`src/rtl/expr_pkg.sv`:
```
// Shared types and constants for the two-requester expression stream arbiter.
package expr_pkg;

  localparam int CHAR_W  = 8;
  localparam int NUM_REQ = 2;
  localparam logic [CHAR_W-1:0] TERM_DEF = 8'h20;

  typedef enum logic [2:0] {
    IDLE = 3'd0,
    LOAD = 3'd1,
    FEED = 3'd2,
    WAIT = 3'd3,
    DONE = 3'd4
  } state_t;

endpackage

```
`src/rtl/expr_line_buf.sv`:
```
// Line buffer holding one expression: write pointer doubles as the character count,
// read pointer walks the stored characters during the burst into the recognizer.
module expr_line_buf
  import expr_pkg::*;
#(
  parameter int DEPTH = 16,
  parameter int CNT_W = $clog2(DEPTH + 1)
) (
  input  logic              clk,
  input  logic              clr,
  input  logic              ptr_clr,
  input  logic              we,
  input  logic [CHAR_W-1:0] wdata,
  input  logic              rd_en,
  output logic [CHAR_W-1:0] rdata,
  output logic [CNT_W-1:0]  count,
  output logic              rd_last
);

  localparam int AW = (DEPTH > 1) ? $clog2(DEPTH) : 1;

  logic [CHAR_W-1:0] mem [DEPTH];
  logic [CNT_W-1:0]  rd_ptr;

  always_ff @(posedge clk or posedge clr) begin
    if (clr) begin
      count  <= '0;
      rd_ptr <= '0;
    end else if (ptr_clr) begin
      count  <= '0;
      rd_ptr <= '0;
    end else begin
      if (we)    count  <= count + 1'b1;
      if (rd_en) rd_ptr <= rd_ptr + 1'b1;
    end
  end

  // NOTE: storage is deliberately not reset; only the pointers decide what is valid.
  always_ff @(posedge clk) begin
    if (we) mem[count[AW-1:0]] <= wdata;
  end

  assign rdata   = mem[rd_ptr[AW-1:0]];
  assign rd_last = (rd_ptr + 1'b1) == count;

endmodule

```
`src/rtl/expr_stream_arbiter.sv`:
```
// Round-robin arbiter sharing one expression recognizer between two character streams;
// each grant buffers a whole space-terminated expression and bursts it without bubbles.
module expr_stream_arbiter
  import expr_pkg::*;
#(
  parameter int                DEPTH = 16,
  parameter logic [CHAR_W-1:0] TERM  = TERM_DEF
) (
  input  logic                      clk,
  input  logic                      clr,
  input  logic [NUM_REQ-1:0]        req_valid,
  input  logic [NUM_REQ*CHAR_W-1:0] req_char,
  output logic [NUM_REQ-1:0]        req_ready,
  output logic                      rec_clr,
  output logic [CHAR_W-1:0]         rec_in,
  input  logic                      rec_out,
  output logic                      res_valid,
  output logic                      res_id,
  output logic                      res_match,
  output logic                      res_ovf,
  output logic                      busy
);

  localparam int CNT_W = $clog2(DEPTH + 1);
  localparam logic [CNT_W-1:0] FULL = CNT_W'(DEPTH);

  state_t            state, state_nxt;
  logic              grant, grant_nxt, last_grant;
  logic              ovf, set_ovf;
  logic              we, rd_en, ptr_clr, rd_last;
  logic              res_load, res_match_d, res_ovf_d;
  logic [CHAR_W-1:0] cur_char, rdata;
  logic [CNT_W-1:0]  count;

  expr_line_buf #(.DEPTH(DEPTH), .CNT_W(CNT_W)) u_buf (
    .clk     (clk),
    .clr     (clr),
    .ptr_clr (ptr_clr),
    .we      (we),
    .wdata   (cur_char),
    .rd_en   (rd_en),
    .rdata   (rdata),
    .count   (count),
    .rd_last (rd_last)
  );

  assign cur_char = req_char[int'(grant)*CHAR_W +: CHAR_W];

  // NOTE: every output of this block gets a default first so no latch is inferred.
  always_comb begin
    state_nxt   = state;
    grant_nxt   = grant;
    req_ready   = '0;
    rec_in      = '0;
    we          = 1'b0;
    rd_en       = 1'b0;
    ptr_clr     = 1'b0;
    set_ovf     = 1'b0;
    res_load    = 1'b0;
    res_match_d = 1'b0;
    res_ovf_d   = 1'b0;
    unique case (state)
      IDLE: if (|req_valid) begin
        grant_nxt = (req_valid == 2'b11) ? ~last_grant : req_valid[1];
        state_nxt = LOAD;
      end
      LOAD: begin
        req_ready[grant] = 1'b1;
        if (req_valid[grant]) begin
          if (cur_char == TERM) begin
            // Empty or overflowed expressions never reach the recognizer.
            if (ovf || count == '0) begin
              state_nxt = DONE;
              res_load  = 1'b1;
              res_ovf_d = ovf;
            end else begin
              state_nxt = FEED;
            end
          end else if (count < FULL) begin
            we = 1'b1;
          end else begin
            set_ovf = 1'b1;
          end
        end
      end
      FEED: begin
        rd_en  = 1'b1;
        rec_in = rdata;
        if (rd_last) state_nxt = WAIT;
      end
      WAIT: begin
        state_nxt   = DONE;
        res_load    = 1'b1;
        res_match_d = rec_out;
      end
      DONE: begin
        ptr_clr   = 1'b1;
        state_nxt = IDLE;
      end
      default: state_nxt = IDLE;
    endcase
  end

  always_ff @(posedge clk or posedge clr) begin
    if (clr) begin
      state      <= IDLE;
      grant      <= 1'b0;
      last_grant <= 1'b1;
      ovf        <= 1'b0;
      res_id     <= 1'b0;
      res_match  <= 1'b0;
      res_ovf    <= 1'b0;
    end else begin
      state <= state_nxt;
      grant <= grant_nxt;
      if (state == IDLE && state_nxt == LOAD) last_grant <= grant_nxt;
      if (set_ovf)            ovf <= 1'b1;
      else if (state == DONE) ovf <= 1'b0;
      if (res_load) begin
        res_id    <= grant;
        res_match <= res_match_d;
        res_ovf   <= res_ovf_d;
      end
    end
  end

  assign rec_clr   = clr || !(state == FEED || state == WAIT);
  assign res_valid = (state == DONE);
  assign busy      = (state != IDLE);

endmodule

```
`config.mk`:
```
export PLATFORM = sky130hd
export DESIGN_NAME = expr_stream_arbiter
export DESIGN_NICKNAME = d
export VERILOG_FILES = /design/src/rtl/expr_pkg.sv /design/src/rtl/expr_line_buf.sv /design/src/rtl/expr_stream_arbiter.sv
export SDC_FILE = /design/constraint.sdc
export NUM_CORES = 1
export LEC_CHECK = 0
export BUFFER_PORTS_ARGS = -buffer_cell sky130_fd_sc_hd__buf_2
export CAP_MARGIN = 5
export CORE_MARGIN = 2
export CORE_UTILIZATION = 35
export CTS_BUF_LIST = sky130_fd_sc_hd__clkbuf_16
export CTS_CLUSTER_SIZE = 8
export DETAILED_ROUTE_END_ITERATION = 10
export REMOVE_ABC_BUFFERS = 1
export SYNTH_ARGS = -nofsm -noshare
export SYNTH_HDL_FRONTEND = slang
export SYNTH_HIERARCHICAL = 1
export SYNTH_SLANG_ARGS = --single-unit
```
`constraint.sdc`:
```
create_clock -name clk -period 2.2 [get_ports clk]
set_input_delay 0.33 -clock clk [delete_from_list [all_inputs] [get_ports clk]]
set_output_delay 0.33 -clock clk [all_outputs]
set_load 0.02 [all_outputs]
```
==> results.md <==
- The post-synthesis share of cell area spent on xor and xnor gates is between 1.5 and 2%.
- The most used flip-flop cell after synthesis is edfxtp_1.
- For the worst-skew pair, the clock arrives at the later sink with an insertion delay of 0.42 ns.
- From synthesis to final layout, the design area changed by 25.9%.
- Setup repair after global routing could not meet its margin everywhere.
- The shortest clock period the worst path allows after layout is ~2.6 ns.
- In the global route stage, overall resource usage came out at 15.3%.
- The row count is 49.
- Dividing total power by cell area gives a power density of 980 nW/µm².
- The total overflow left after global routing is 0.
- The post-route clock period utilization is 118%.
- Per report_power, the clock group accounts for 34.1% of the total.
- The filler-free cell count of the finished design is approximately 710.
- In the routed layout, each cell is associated on average with a via count of 5.22.
- The floorplan step defined a die boundary enclosing a little under 20000 µm².
- The detail route stage leaves a number of antenna-violating nets equal to 0.
- The count of boundary I/O pins is 37.
- The fraction of layout instances using a drive strength above 1 is 44.9%.
- Setup slack on the worst reg-to-reg path comes out at -0.10 ns.
- In the synthesized netlist the async set-or-reset flop fraction comes to 12.9%.
- The category of the critical setup timing path is flop to primary output.
- In the final timing run, aggregate negative setup slack is -2.96 ns.
- The library cell used most frequently in the layout, excluding fill and tap cells, is edfxtp_1.
- The path type of the worst min-delay path is primary input to flop.
- The post-synthesis sequential area ratio is 67.3%.
- After detailed routing, the average wire length per cell comes to 20.0 µm.
- The pin count of the biggest net entering global routing is 23.
- The cell accounting for the most synthesized area is edfxtp_1.
- The number of distinct library cell variants in the gate-level netlist after synthesis is 51.
- The width of the die is 139 µm.
- The number of maximum-capacitance constraint violations is 0.
- The largest stage delay on the critical path is 0.41 ns.
- The checks that failed: negative setup slack.
- Summed over all nets, the half-perimeter wirelength after detailed placement is about 8900 µm.
- The beginning of the critical path is u_buf/rd_ptr[1].
- After clock tree synthesis, the clock-pin slew on the worst setup and hold paths is 0.06 ns.
- Following the worst setup path forward leads to its endpoint at rec_in[6].
- The net switching power is 2300 µW.
- The via count of the first global-routing pass came to 3728.
- The maximum vdd ir drop is slightly above 0.0008 V.
- In this run the tightest slew margin relative to its limit is 66.5%.
- The proportion of netlist area held by the largest area contributor is 59.8%.
- The number of buffers created by CTS is 17.
- The share of total power in combinational logic is 18.8%.
- The final setup skew is 0.00774 ns.
- Counting tap cells, the placed design contains a total of 666 instances.
- The initial standard-cell utilization of the core is 35.8%.
- After Yosys synthesis, and, or, nand and nor cells account for 8.10% of the synthesized area.
- The share of the core filled with cells in the final layout is 45.0%.
- The share of total power consumed by net switching is roughly 29%.
- The synthesized netlist occupies a cell area of 6420 µm².
- The buffer type at the clock tree root is clkbuf_16.
- The worst register-to-register path has a depth of 8.
- The number of flops mapped to enable cells by yosys is approximately 130.
- Along the worst path, the maximum fanout reaches 8.
- Counting the fill cells in the layout gives 1566.
- Final hold analysis gives a worst-case slack of between 0.15 and 0.2 ns.
- The repair_antennas step left the layout with diodes totalling 0.
- The count of synthesis-stage warnings from yosys is 6.
- Internal power comes to 5620 µW.
- The number of setup violations in the final report is 9.
- The worst setup margin is -0.390 ns.
- By area, the combinational part of the netlist is dominated by multiplexers.
- The number of antenna violations at the first check in global routing is 0.
- The arrival time at the worst endpoint is 2.26 ns.
- Ranked by total cell area, the synthesized netlist is headed by edfxtp_1 60%, dfrtp_1 7.0%, mux2_2 7.0%, mux4_2 5.6%, o22ai_1 1.8%.
- In the layout the commonest cells are 128 x edfxtp_1, 40 x mux2_2, 34 x buf_2.
- The startpoint of the most critical register-to-register path is u_buf/rd_ptr[1].
- At the pin with the least slew margin, the transition time is between 0.5 and 0.6 ns.
- The number of detailed-routing iterations run before antenna repair is 4.
- Summed over all cells, the static leakage comes to 0.00274 µW.
- The share of total power dissipated in sequential elements is 47.1%.
- The flow ran to the end, but the final reports show violations.
- The required time of the critical path is 1.87 ns.
- The setup slack at placement is -0.375 ns.
- The cell count after synthesis is between 300 and 400.
- The largest buffer count on any clock path is 2.
- Derived from the worst setup path, the maximum achievable clock frequency is 386 MHz.
- The number of levels in the clock H-tree is 4.
- Summing the areas of all compound-gate instances in the mapped netlist gives approximately 4.9% of the synthesized area.
- The cell depth of the worst min-delay path is 3.
- The final number of hold-violating endpoints is 0.
- The slowest stage cell on the critical path is dfrtp_2.
- The multi-input logic area is 2170 µm².
- The first global-routing pass estimated 22000 µm of wire.
- The signal on the critical path passes through buf_12 -> bufbuf_16 -> or2b_4 -> o221ai_1 -> o22ai_1 -> and2_1 -> buf_2.
- After floorplanning, the core was sized to cover 18000 µm².
- Each instance of the synthesized netlist takes up on average 16.3 µm².
- The congestion estimate from routability-driven global placement came to 0.804.
- The number of DRC markers after the initial detailed-route iteration is 294.
- The wire length after detailed routing is 14300 µm.
- For this run, the post-layout net count is 496.
- Port buffering added 36 buffers.
- The number of sinks on the clock net is 147.
- The total count of max-transition violations in the final report was 0.
- The worst setup path is captured at a primary output.
- The mux cell area share after synthesis is 14.2%.
- Summing over every cut layer, the via total after detailed routing is 3718.
- The die is 139 µm tall.
- The footprint of the flip-flops and latches is approximately 4300 µm².
- In this run the critical register-to-register path is captured at state[0].
- Of the total synthesized cell area, the portion taken by full adders, half adders and majority gates is 0.974%.
- In the routed design, unresolved DRC markers number 0.
- The clock tree from TritonCTS is done.
- After synthesis the netlist holds a flip-flop and latch count of 147.
- The worst setup path is launched from a flop.
==> area by class of cell <==
cell class              instances  area share, %
clock buffers                  17           5.26
clock inverters                15           1.70
inverters                       9          0.418
multi-input cells             215           26.9
flip-flops and latches        147           53.4
well taps                     229           3.54
repair buffers                 80           8.76
==> worst min path at each step <==
stage | start | end | slack (ns)
floorplan | clr | grant | 0.17
CTS | rec_out | res_match | 0.15
global placement | clr | res_match | 0.33
detailed placement | clr | res_match | 0.32
global route | rec_out | res_match | 0.17
finish | rec_out | res_match | 0.17
==> Yosys cell counts (all sizes together), types with 3 or more instances <==
master and count:
edfxtp 128, mux2 40, nor2 28, buf 20, dfrtp 18, o22ai 18
mux4 16, nand2 14, mux2i 10, and2 9, inv 9, o221ai 8
xor2 8, nand4 7, nor3 6, a21oi 5, ha 5, xnor2 5
nand2b 4, nand3b 4, clkbuf 3, nand3 3, nor3b 3, nor4 3
==> layer usage <==
metal / track usage [%] / wire (µm) / vias to the layer above
met5: 0 / 0 / -
met2: 24.7 / 7100 / 91
met4: 5.26 / 221 / 0
li1: - / - / 1693
met1: 20.2 / 6170 / 1920
met3: 4.09 / 779 / 14
==> through the flow <==
stage | area, µm² | total power (µW)
global route | 8090 | 8280
detailed placement | 7070 | 5080
finish | 8090 | 7930
global placement | 7070 | 5030
CTS | 7870 | 7870
floorplan | 6270 | 4480
==> state kept, by name, indices dropped and copies added (netlist names) <==
signal and cells:
last_grant 1, u_buf/count 5, res_id 1, grant 1, state 3, u_buf/rd_ptr 5
ovf 1, res_match 1, res_ovf 1, u_buf/mem 128
==> power groups by stage <==
stage | Sequential [µW] | Clock (µW) | Combinational [µW]
6_report | 3730 | 2710 | 1490
5_1_grt | 3760 | 2890 | 1620
4_1_cts | 3720 | 2750 | 1400
3_5_place_dp | 3770 | 0 | 1310
3_3_place_gp | 3750 | 0 | 1280
2_1_floorplan | 3750 | 0 | 726
==> kinds of logic (layout without fill, tap and decap cells) <==
| group | Yosys count | count (layout) |
|---|---|---|
| flip-flops | 147 | 147 |
| AND/OR/NAND/NOR | 88 | 88 |
| multiplexers | 66 | 66 |
| AO/OA/AOI/OAI | 43 | 43 |
| buffers and inverters | 32 | 121 |
| XOR/XNOR | 13 | 13 |
| adder cells (fa/ha/maj) | 5 | 5 |
==> critical path, delay by kind of cell, from the launching register on <==
family                 cells  cell delay (ns)
and+or+nand+nor            2             0.47
DFF                        1             0.41
buffers and inverters      3             0.53
AOI/OAI and AO/OA          2             0.44
==> timing repair <==
action / CTS / global route
endpoints found under the setup margin: 113 / 121
buffers inserted: 4 / 8
cloned: 2 / 0
resized for setup: 31 / 31
hold endpoints to repair: 18 / 0
hold buffers: 1 / 0
pin swaps: 0 / 8
(Power assumes the default switching activity.)
